### config.mk
export PLATFORM = sky130hd
export DESIGN_NAME = multicycle_controller
export DESIGN_NICKNAME = d
export VERILOG_FILES = /design/src/rtl/multicycle_controller.sv
export SDC_FILE = /design/constraint.sdc
export NUM_CORES = 1
export LEC_CHECK = 0
export CAP_MARGIN = 20
export CORE_UTILIZATION = 40
export CTS_CLUSTER_SIZE = 25
export DETAILED_ROUTE_END_ITERATION = 6
export HOLD_SLACK_MARGIN = 0.06
export MAX_ROUTING_LAYER = met4
export PLACE_DENSITY = 0.83
export SLEW_MARGIN = 20
export SYNTH_ARGS = -nofsm -noshare
export SYNTH_HDL_FRONTEND = slang
export SYNTH_SLANG_ARGS = --single-unit
### constraint.sdc
create_clock -name clk -period 4 [get_ports clk]
set_input_delay 0.6 -clock clk [delete_from_list [all_inputs] [get_ports clk]]
set_output_delay 0.6 -clock clk [all_outputs]
set_load 0.005 [all_outputs]
### src/rtl/multicycle_controller.sv
// Main control FSM for the multicycle RV32I core: fetch/decode/execute/memory/writeback sequencing.
// Optional feature: define ILLEGAL_INSN_EN to trap unlisted opcodes in a sticky ILLEGAL state.
module multicycle_controller (
  input  logic       clk,
  input  logic       reset,
  input  logic       run,
  input  logic [6:0] op,
  input  logic       zero,
  output logic       PCWrite,
  output logic       AdrSrc,
  output logic       MemWrite,
  output logic       IRWrite,
  output logic [1:0] ResultSrc,
  output logic [1:0] ALUSrcA,
  output logic [1:0] ALUSrcB,
  output logic [1:0] ALUOp,
  output logic       RegWrite,
  output logic       instr_done,
  output logic [3:0] state,
  output logic       illegal
);

  typedef enum logic [3:0] {
    S_FETCH    = 4'd0,
    S_DECODE   = 4'd1,
    S_MEMADR   = 4'd2,
    S_MEMREAD  = 4'd3,
    S_MEMWB    = 4'd4,
    S_MEMWRITE = 4'd5,
    S_EXECUTER = 4'd6,
    S_EXECUTEI = 4'd7,
    S_ALUWB    = 4'd8,
    S_BEQ      = 4'd9,
    S_JAL      = 4'd10,
    S_ILLEGAL  = 4'd11
  } state_t;

  localparam logic [6:0] OP_LW   = 7'b0000011;
  localparam logic [6:0] OP_SW   = 7'b0100011;
  localparam logic [6:0] OP_R    = 7'b0110011;
  localparam logic [6:0] OP_IALU = 7'b0010011;
  localparam logic [6:0] OP_BEQ  = 7'b1100011;
  localparam logic [6:0] OP_JAL  = 7'b1101111;

  state_t state_q, state_d;
  logic   pc_update, branch, ir_wr, mem_wr, reg_wr, done;
  logic   gate;

  always_ff @(posedge clk or posedge reset) begin
    if (reset)    state_q <= S_FETCH;
    else if (run) state_q <= state_d;
  end

  always_comb begin
    state_d = S_FETCH;
    unique case (state_q)
      S_FETCH:  state_d = S_DECODE;
      S_DECODE: begin
        case (op)
          OP_LW, OP_SW: state_d = S_MEMADR;
          OP_R:         state_d = S_EXECUTER;
          OP_IALU:      state_d = S_EXECUTEI;
          OP_BEQ:       state_d = S_BEQ;
          OP_JAL:       state_d = S_JAL;
`ifdef ILLEGAL_INSN_EN
          default:      state_d = S_ILLEGAL;
`else
          default:      state_d = S_FETCH;
`endif
        endcase
      end
      S_MEMADR:   state_d = (op == OP_SW) ? S_MEMWRITE : S_MEMREAD;
      S_MEMREAD:  state_d = S_MEMWB;
      S_EXECUTER: state_d = S_ALUWB;
      S_EXECUTEI: state_d = S_ALUWB;
      S_ILLEGAL:  state_d = S_ILLEGAL;
      default:    state_d = S_FETCH;
    endcase
  end

  always_comb begin
    AdrSrc    = 1'b0;
    ResultSrc = 2'b00;
    ALUSrcA   = 2'b00;
    ALUSrcB   = 2'b00;
    ALUOp     = 2'b00;
    pc_update = 1'b0;
    branch    = 1'b0;
    ir_wr     = 1'b0;
    mem_wr    = 1'b0;
    reg_wr    = 1'b0;
    done      = 1'b0;
    unique case (state_q)
      S_FETCH: begin
        ir_wr     = 1'b1;
        ALUSrcB   = 2'b10;
        ResultSrc = 2'b10;
        pc_update = 1'b1;
      end
      S_DECODE: begin
        ALUSrcA = 2'b01;
        ALUSrcB = 2'b01;
      end
      S_MEMADR: begin
        ALUSrcA = 2'b10;
        ALUSrcB = 2'b01;
      end
      S_MEMREAD: AdrSrc = 1'b1;
      S_MEMWB: begin
        ResultSrc = 2'b01;
        reg_wr    = 1'b1;
        done      = 1'b1;
      end
      S_MEMWRITE: begin
        AdrSrc = 1'b1;
        mem_wr = 1'b1;
        done   = 1'b1;
      end
      S_EXECUTER: begin
        ALUSrcA = 2'b10;
        ALUOp   = 2'b10;
      end
      S_EXECUTEI: begin
        ALUSrcA = 2'b10;
        ALUSrcB = 2'b01;
        ALUOp   = 2'b10;
      end
      S_ALUWB: begin
        reg_wr = 1'b1;
        done   = 1'b1;
      end
      S_BEQ: begin
        ALUSrcA = 2'b10;
        ALUOp   = 2'b01;
        branch  = 1'b1;
        done    = 1'b1;
      end
      S_JAL: begin
        ALUSrcA   = 2'b01;
        ALUSrcB   = 2'b10;
        pc_update = 1'b1;
        reg_wr    = 1'b1;
        done      = 1'b1;
      end
      default: ;
    endcase
  end

  // Strobes fire only on an advancing cycle, so a stalled state issues them exactly once.
  assign gate       = run & ~reset;
  assign PCWrite    = gate & (pc_update | (branch & zero));
  assign IRWrite    = gate & ir_wr;
  assign MemWrite   = gate & mem_wr;
  assign RegWrite   = gate & reg_wr;
  assign instr_done = gate & done;
  assign state      = state_q;

`ifdef ILLEGAL_INSN_EN
  logic illegal_q;
  always_ff @(posedge clk or posedge reset) begin
    if (reset)                                                     illegal_q <= 1'b0;
    else if (run && state_q == S_DECODE && state_d == S_ILLEGAL)   illegal_q <= 1'b1;
  end
  assign illegal = illegal_q;
`else
  assign illegal = 1'b0;
`endif

endmodule

==> results.tsv, run 1 <==
metric	value	unit
synth_cell_types	36	
fmax	363.8	MHz
die_w	39.23	um
tns	0	ps
io_buffers	28	
slew_viol_final	0	
ir_worst_vdd	184.0	uV
gp_congestion	0.8688	
fin_crit	2749	ps
grt_antenna_before_repair	0	
maxSlewHeadroom	62.24	%
cts_buffers	3	
drtIter0Drc	16	
fin_crit_sh	68.72	%
dpl_cell_area	817.0	sq um
nNetsFinal	116	
cts_tree	built	
grt_max_degree	18	
avgSynthCellArea	7.198	sq um
cts_hold_buf	0	
insertion_delay	250	ps
syn_area	554.3	sq um
grt_use_total	23.23	%
largest_reg_flops	4	
syn_inst	77	
htreeDepth	1	
vias	656	
ys_seq_area_share	18.06	%
rsz0062_at_grt	false	
routed_via_density	5.559	
rr_worst_depth	4	
grt_pass1_wl	2277	um
r2r-start	state[1]$_DFFE_PP0P_	
syn_nets	88	
die_height	39.23	um
clk_pin_slew	40	ps
power.leakage	0.0003294	uW
cts_resized	0	
ant_nets	0	
start_util	42.60	%
cts.sinks	4	
drive_above_1_share	7.767	%
rows	13	
setup_ws	1251	ps
timing.max_cap.violations	0	
cp-end-kind	primary output	
coreArea	0.001301	sq mm
syn2layout_area_growth	51.47	%
num_antenna_cells	0	
crit_path_max_fanout	9	
hp-class	in2async	
rrSetupSlack	2420	ps
place_ws	1258	ps
die_area	0.001539	sq mm
setup_viol	0	
skew	3.664	ps
firstDrtPassIters	4	
grt_pass1_vias	545	
root_buffer	clkbuf_4	
crit_type	in2out	
worst_pin_slew	566.3	ps
wl_per_cell	12.27	um
critPathRequiredTime	3400	ps
post-cts-setup-buffers	0	
grt_overflow	0	
crit_arrival	2150	ps
yosys_warnings	0	
routed_wl	1448	um
io-pin-count	30	
hold_violations	0	
p_per_area	275.0	mW/mm^2
design_area	839.6	sq um
timing.rr.end	state[3]$_DFFE_PP0P_	
ys_ff_latch	4	
drc	0	
clk_path_buf_depth	2	
hpwl	1114	um
worst_setup_path_start_kind	input port	
outcome	completed	
power by group:
part	switching, uW	internal, uW
logic	43.0	69.5
registers	19.9	44.7
clock network	19.9	33.8
critical path, cell delays in order:
cell	delay (ps)
clkdlybuf4s50_1	610
nand2_1	170
a211oi_1	230
clkdlybuf4s50_1	530
Yosys cell counts:
| library cell | n | area share [%] |
|---|---|---|
| a211o_1 | 1 | 1.6 |
| a211oi_1 | 1 | 1.4 |
| a21bo_1 | 1 | 1.8 |
| a21o_1 | 1 | 1.4 |
| a21oi_1 | 3 | 2.7 |
| a22o_1 | 1 | 1.6 |
| a31oi_1 | 2 | 2.3 |
| and2_1 | 1 | 1.1 |
| and2_4 | 1 | 1.6 |
| and2b_1 | 1 | 1.4 |
| and3_1 | 1 | 1.1 |
| buf_2 | 2 | 1.8 |
| buf_4 | 2 | 2.7 |
| buf_6 | 1 | 2.0 |
| conb_1 | 1 | 0.68 |
| dfrtp_1 | 4 | 18 |
| inv_1 | 5 | 3.4 |
| nand2_1 | 12 | 8.1 |
| nand2b_1 | 3 | 3.4 |
| nand3_1 | 1 | 0.90 |
| nand4_1 | 2 | 2.3 |
| nor2_1 | 7 | 4.7 |
| nor2b_1 | 3 | 3.4 |
| nor3_1 | 1 | 0.90 |
| nor3_2 | 1 | 1.8 |
| nor3b_1 | 3 | 4.1 |
| nor3b_4 | 1 | 3.4 |
| nor4_1 | 1 | 1.1 |
| nor4_2 | 2 | 4.5 |
| o21a_1 | 2 | 2.7 |
| o21ai_0 | 2 | 1.8 |
| o221ai_1 | 1 | 1.6 |
| o22ai_1 | 2 | 2.3 |
| o311ai_1 | 1 | 1.6 |
| o32a_1 | 1 | 1.8 |
| xnor2_1 | 2 | 3.2 |
layer usage:
| metal | GRT usage [%] | part of all wire [%] | vias up |
|---|---|---|---|
| met5 | - | 0 | - |
| met2 | 37.08 | 51 | 27 |
| met4 | 15.52 | 1.7 | 0 |
| met3 | 3.468 | 4.1 | 2 |
| met1 | 26.64 | 43 | 300 |
| li1 | - | - | 327 |
area by class of cell:
type                            instances  area [sq um]
Tap cell                               15         18.77
Inverter                                5         18.77
Fill cell                             127         461.7
Timing Repair Buffer                   28         280.3
Sequential cell                         4         100.1
Multi-Input combinational cell         63         399.1
Clock buffer                            3         22.52
logic make-up (layout without fill, tap and decap cells):
group	Yosys count	after routing	share of synthesized area [%]
other cells	1	1	0.6766
compound gates	19	19	24.38
xor+xnor	2	2	3.161
buf+inv	10	36	9.932
simple gates	41	41	43.79
flops	4	4	18.06
cell usage in the layout (no fill, tap or decap), types with 3 or more instances in the layout:
master | synthesis | layout
inv_1 | 5 | 5
nand2_1 | 12 | 12
nor2_1 | 7 | 7
nand2b_1 | 3 | 3
nor2b_1 | 3 | 3
a21oi_1 | 3 | 3
dfrtp_1 | 4 | 4
clkbuf_4 | 0 | 3
nor3b_1 | 3 | 3
clkdlybuf4s50_1 | 0 | 28
stage by stage:
stage,instances,hold slack [ps],power (uW),util [%]
final,118,550.1,230.8,64.52
after floorplan,77,379.7,122.9,-
after global routing,118,592.4,246.7,64.52
after CTS,118,554.7,231.1,64.52
after global placement,115,806.9,175.5,62.79
after detailed placement,115,810.1,177.8,62.79
worst max-delay path by stage:
stage,startpoint,to,slack [ps],cells after the start
global placement,run,RegWrite,1270,4
global route,run,RegWrite,1130,4
detailed placement,run,RegWrite,1260,4
floorplan,state[1]$_DFFE_PP0P_,PCWrite,2290,4
CTS,run,RegWrite,1260,4
finish,run,RegWrite,1250,4
No activity file was read; power rests on OpenSTA's default activity.
==> run 2: changes to the inputs <==
--- a/config.mk
+++ b/config.mk
@@ -6,12 +6,12 @@
 export NUM_CORES = 1
 export LEC_CHECK = 0
 export CAP_MARGIN = 20
-export CORE_UTILIZATION = 40
+export CORE_UTILIZATION = 38
 export CTS_CLUSTER_SIZE = 25
 export DETAILED_ROUTE_END_ITERATION = 6
 export HOLD_SLACK_MARGIN = 0.06
 export MAX_ROUTING_LAYER = met4
-export PLACE_DENSITY = 0.83
+export PLACE_DENSITY = 0.8
 export SLEW_MARGIN = 20
 export SYNTH_ARGS = -nofsm -noshare
 export SYNTH_HDL_FRONTEND = slang
==> constraint.sdc (replaced) <==
create_clock -name clk -period 2.8 [get_ports clk]
set_input_delay 0.42 -clock clk [delete_from_list [all_inputs] [get_ports clk]]
set_output_delay 0.42 -clock clk [all_outputs]
set_load 0.005 [all_outputs]
==> results.tsv, run 2 (synthesis results as in run 1) <==
metric	value	unit	change
outcome	completed		
die_w	40.19	um	+2.5%
fin_crit_sh	88.68	%	
wl_per_cell	11.14	um	-9.3%
gp_congestion	0.8162		-6.1%
die_height	40.19	um	+2.5%
largest_reg_flops	4		unchanged
io_buffers	28		unchanged
drive_above_1_share	7.767	%	unchanged
cts_tree	built		
setup_viol	0		unchanged
grt_pass1_wl	2166	um	-4.9%
p_per_area	383.3	mW/mm^2	+39%
cts_hold_buf	0		unchanged
grt_max_degree	18		unchanged
fin_crit	2483	ps	
num_antenna_cells	0		unchanged
routed_via_density	5.229		-5.9%
grt_overflow	0		unchanged
grt_antenna_before_repair	0		unchanged
io-pin-count	30		unchanged
rows	13		unchanged
firstDrtPassIters	3		-1
htreeDepth	1		unchanged
timing.max_cap.violations	0		unchanged
routed_wl	1314	um	-9.3%
hpwl	964.8	um	-13%
syn2layout_area_growth	51.47	%	unchanged
critPathRequiredTime	2380	ps	-1020 ps
worst_pin_slew	569.2	ps	+2.904 ps
mostFrequentLayoutCells	clkdlybuf4s50_1, nand2_1, nor2_1, inv_1, dfrtp_1		
layout_commonest_cell	clkdlybuf4s50_1		
crit_path_max_fanout	15		+6
maxSlewHeadroom	62.05	%	-0.19 points
crit_type	reg2out		
cts_buffers	3		unchanged
root_buffer	clkbuf_4		
rsz0062_at_grt	false		
vias	617		-5.9%
setup_ws	317.0	ps	-934.3 ps
ant_nets	0		unchanged
cts_resized	0		unchanged
grt_use_total	20.38	%	-2.9 points
slew_viol_final	0		unchanged
post-cts-setup-buffers	0		unchanged
crit_arrival	2060	ps	-90 ps
start_util	41.56	%	-1.0 points
fmax	402.7	MHz	
tns	0	ps	unchanged
clk_pin_slew	40	ps	about the same
cts.sinks	4		unchanged
nNetsFinal	116		unchanged
drc	0		unchanged
drtIter0Drc	5		-11
max_stage_delay	580	ps	-30 ps
path_cells	nand2b_1 -> nor3_2 -> nand2_1 -> a21oi_1 -> clkdlybuf4s50_1		
cp-end-kind	primary output		
crit_slowest_cell	dfrtp_1		
hold_violations	0		unchanged
coreArea	0.001334	sq mm	+2.5%
place_ws	415.7	ps	-842.7 ps
insertion_delay	230	ps	-20 ps
clk_path_buf_depth	2		unchanged
power.leakage	0.0003294	uW	unchanged
die_area	0.001615	sq mm	+5.0%
grt_pass1_vias	492		-9.7%
hp-class	in2async		
skew	3.768	ps	+0.1039 ps
worst_setup_path_start_kind	register		
ir_worst_vdd	344.2	uV	+87%
==> run 2: cell counts in the layout (fill, tap and decap cells not counted) <==
No cell type changed its count.
==> run 2: critical path: cells and delay by family (launching register included) <==
family	cells	cell delay [ps]
and+or+nand+nor	3	610
DFF	1	580
buffers and inverters	1	510
AOI/OAI and AO/OA	1	140
==> run 2: layout make-up <==
class,instances,area [sq um]
clock buffers,3,22.52
inverters,5,18.77
flip-flops and latches,4,100.1
well taps,15,18.77
fillers,124,494.2
multi-input cells,63,399.1
repair buffers,28,280.3
==> run 2: layer usage <==
metal | vias up | routed length [um] | GRT usage, %
met4 | 0 | 0 | 2.500
met2 | 22 | 586 | 33.06
met5 | - | 0 | -
li1 | 326 | - | -
met3 | 0 | 69 | 5.000
met1 | 269 | 658 | 26.25
==> run 2: path summary, 6_finish.rpt <==
kind	from	endpoint	slack (ps)	depth (start not counted)
worst max-delay path	state[2]$_DFFE_PP0P_	PCWrite	320	5
max in group asynchronous	reset	state[1]$_DFFE_PP0P_	2200	2
worst min-delay path	reset	state[3]$_DFFE_PP0P_	420	2
min in group clk	state[3]$_DFFE_PP0P_	state[3]$_DFFE_PP0P_	830	1
worst max register to register	state[2]$_DFFE_PP0P_	state[3]$_DFFE_PP0P_	1230	3
worst min register to register	state[3]$_DFFE_PP0P_	state[3]$_DFFE_PP0P_	830	1
==> run 2: through the flow <==
step	cell area [sq um]	cells	util [%]	power (uW)	hold slack, ps
global route	839.6	118	62.95	352.9	423.0
finish	839.6	118	62.95	321.8	420.1
detailed placement	817.0	115	61.26	251.3	632.7
CTS	839.6	118	62.95	324.7	417.3
floorplan	554.3	77	-	175.6	199.7
global placement	817.0	115	61.26	249.4	629.2
==> run 2: power by group <==
group | total (uW) | switching (uW) | internal, uW
combinational | 159 | 59.2 | 99.4
sequential | 92.9 | 29.0 | 63.9
clock | 70.3 | 22.4 | 47.8
total | 322 | 111 | 211
==> run 3: changes to the inputs <==
--- a/config.mk
+++ b/config.mk
@@ -6,12 +6,12 @@
 export NUM_CORES = 1
 export LEC_CHECK = 0
 export CAP_MARGIN = 20
-export CORE_UTILIZATION = 38
+export CORE_UTILIZATION = 40
 export CTS_CLUSTER_SIZE = 25
 export DETAILED_ROUTE_END_ITERATION = 6
 export HOLD_SLACK_MARGIN = 0.06
 export MAX_ROUTING_LAYER = met4
-export PLACE_DENSITY = 0.8
+export PLACE_DENSITY = 0.83
 export SLEW_MARGIN = 20
 export SYNTH_ARGS = -nofsm -noshare
 export SYNTH_HDL_FRONTEND = slang
==> constraint.sdc (replaced) <==
create_clock -name clk -period 3.17 [get_ports clk]
set_input_delay 0.4755 -clock clk [delete_from_list [all_inputs] [get_ports clk]]
set_output_delay 0.4755 -clock clk [all_outputs]
set_load 0.005 [all_outputs]
==> results of run 3 <==
Same layout as run 1 (identical final DEF). Status: completed.
Among the figures that moved: setup slack after placement 1258 ps -> 677.5 ps; setup slack after layout 1251 ps -> 595.0 ps; hold slack 550.1 ps -> 425.6 ps; start point of the critical path run -> state[2]$_DFFE_PP0P_; end point of the critical path RegWrite -> PCWrite; register-to-register setup slack 2420 ps -> 1590 ps; total power 230.8 uW -> 291.3 uW; worst IR drop on VDD 184.0 uV -> 232.1 uV
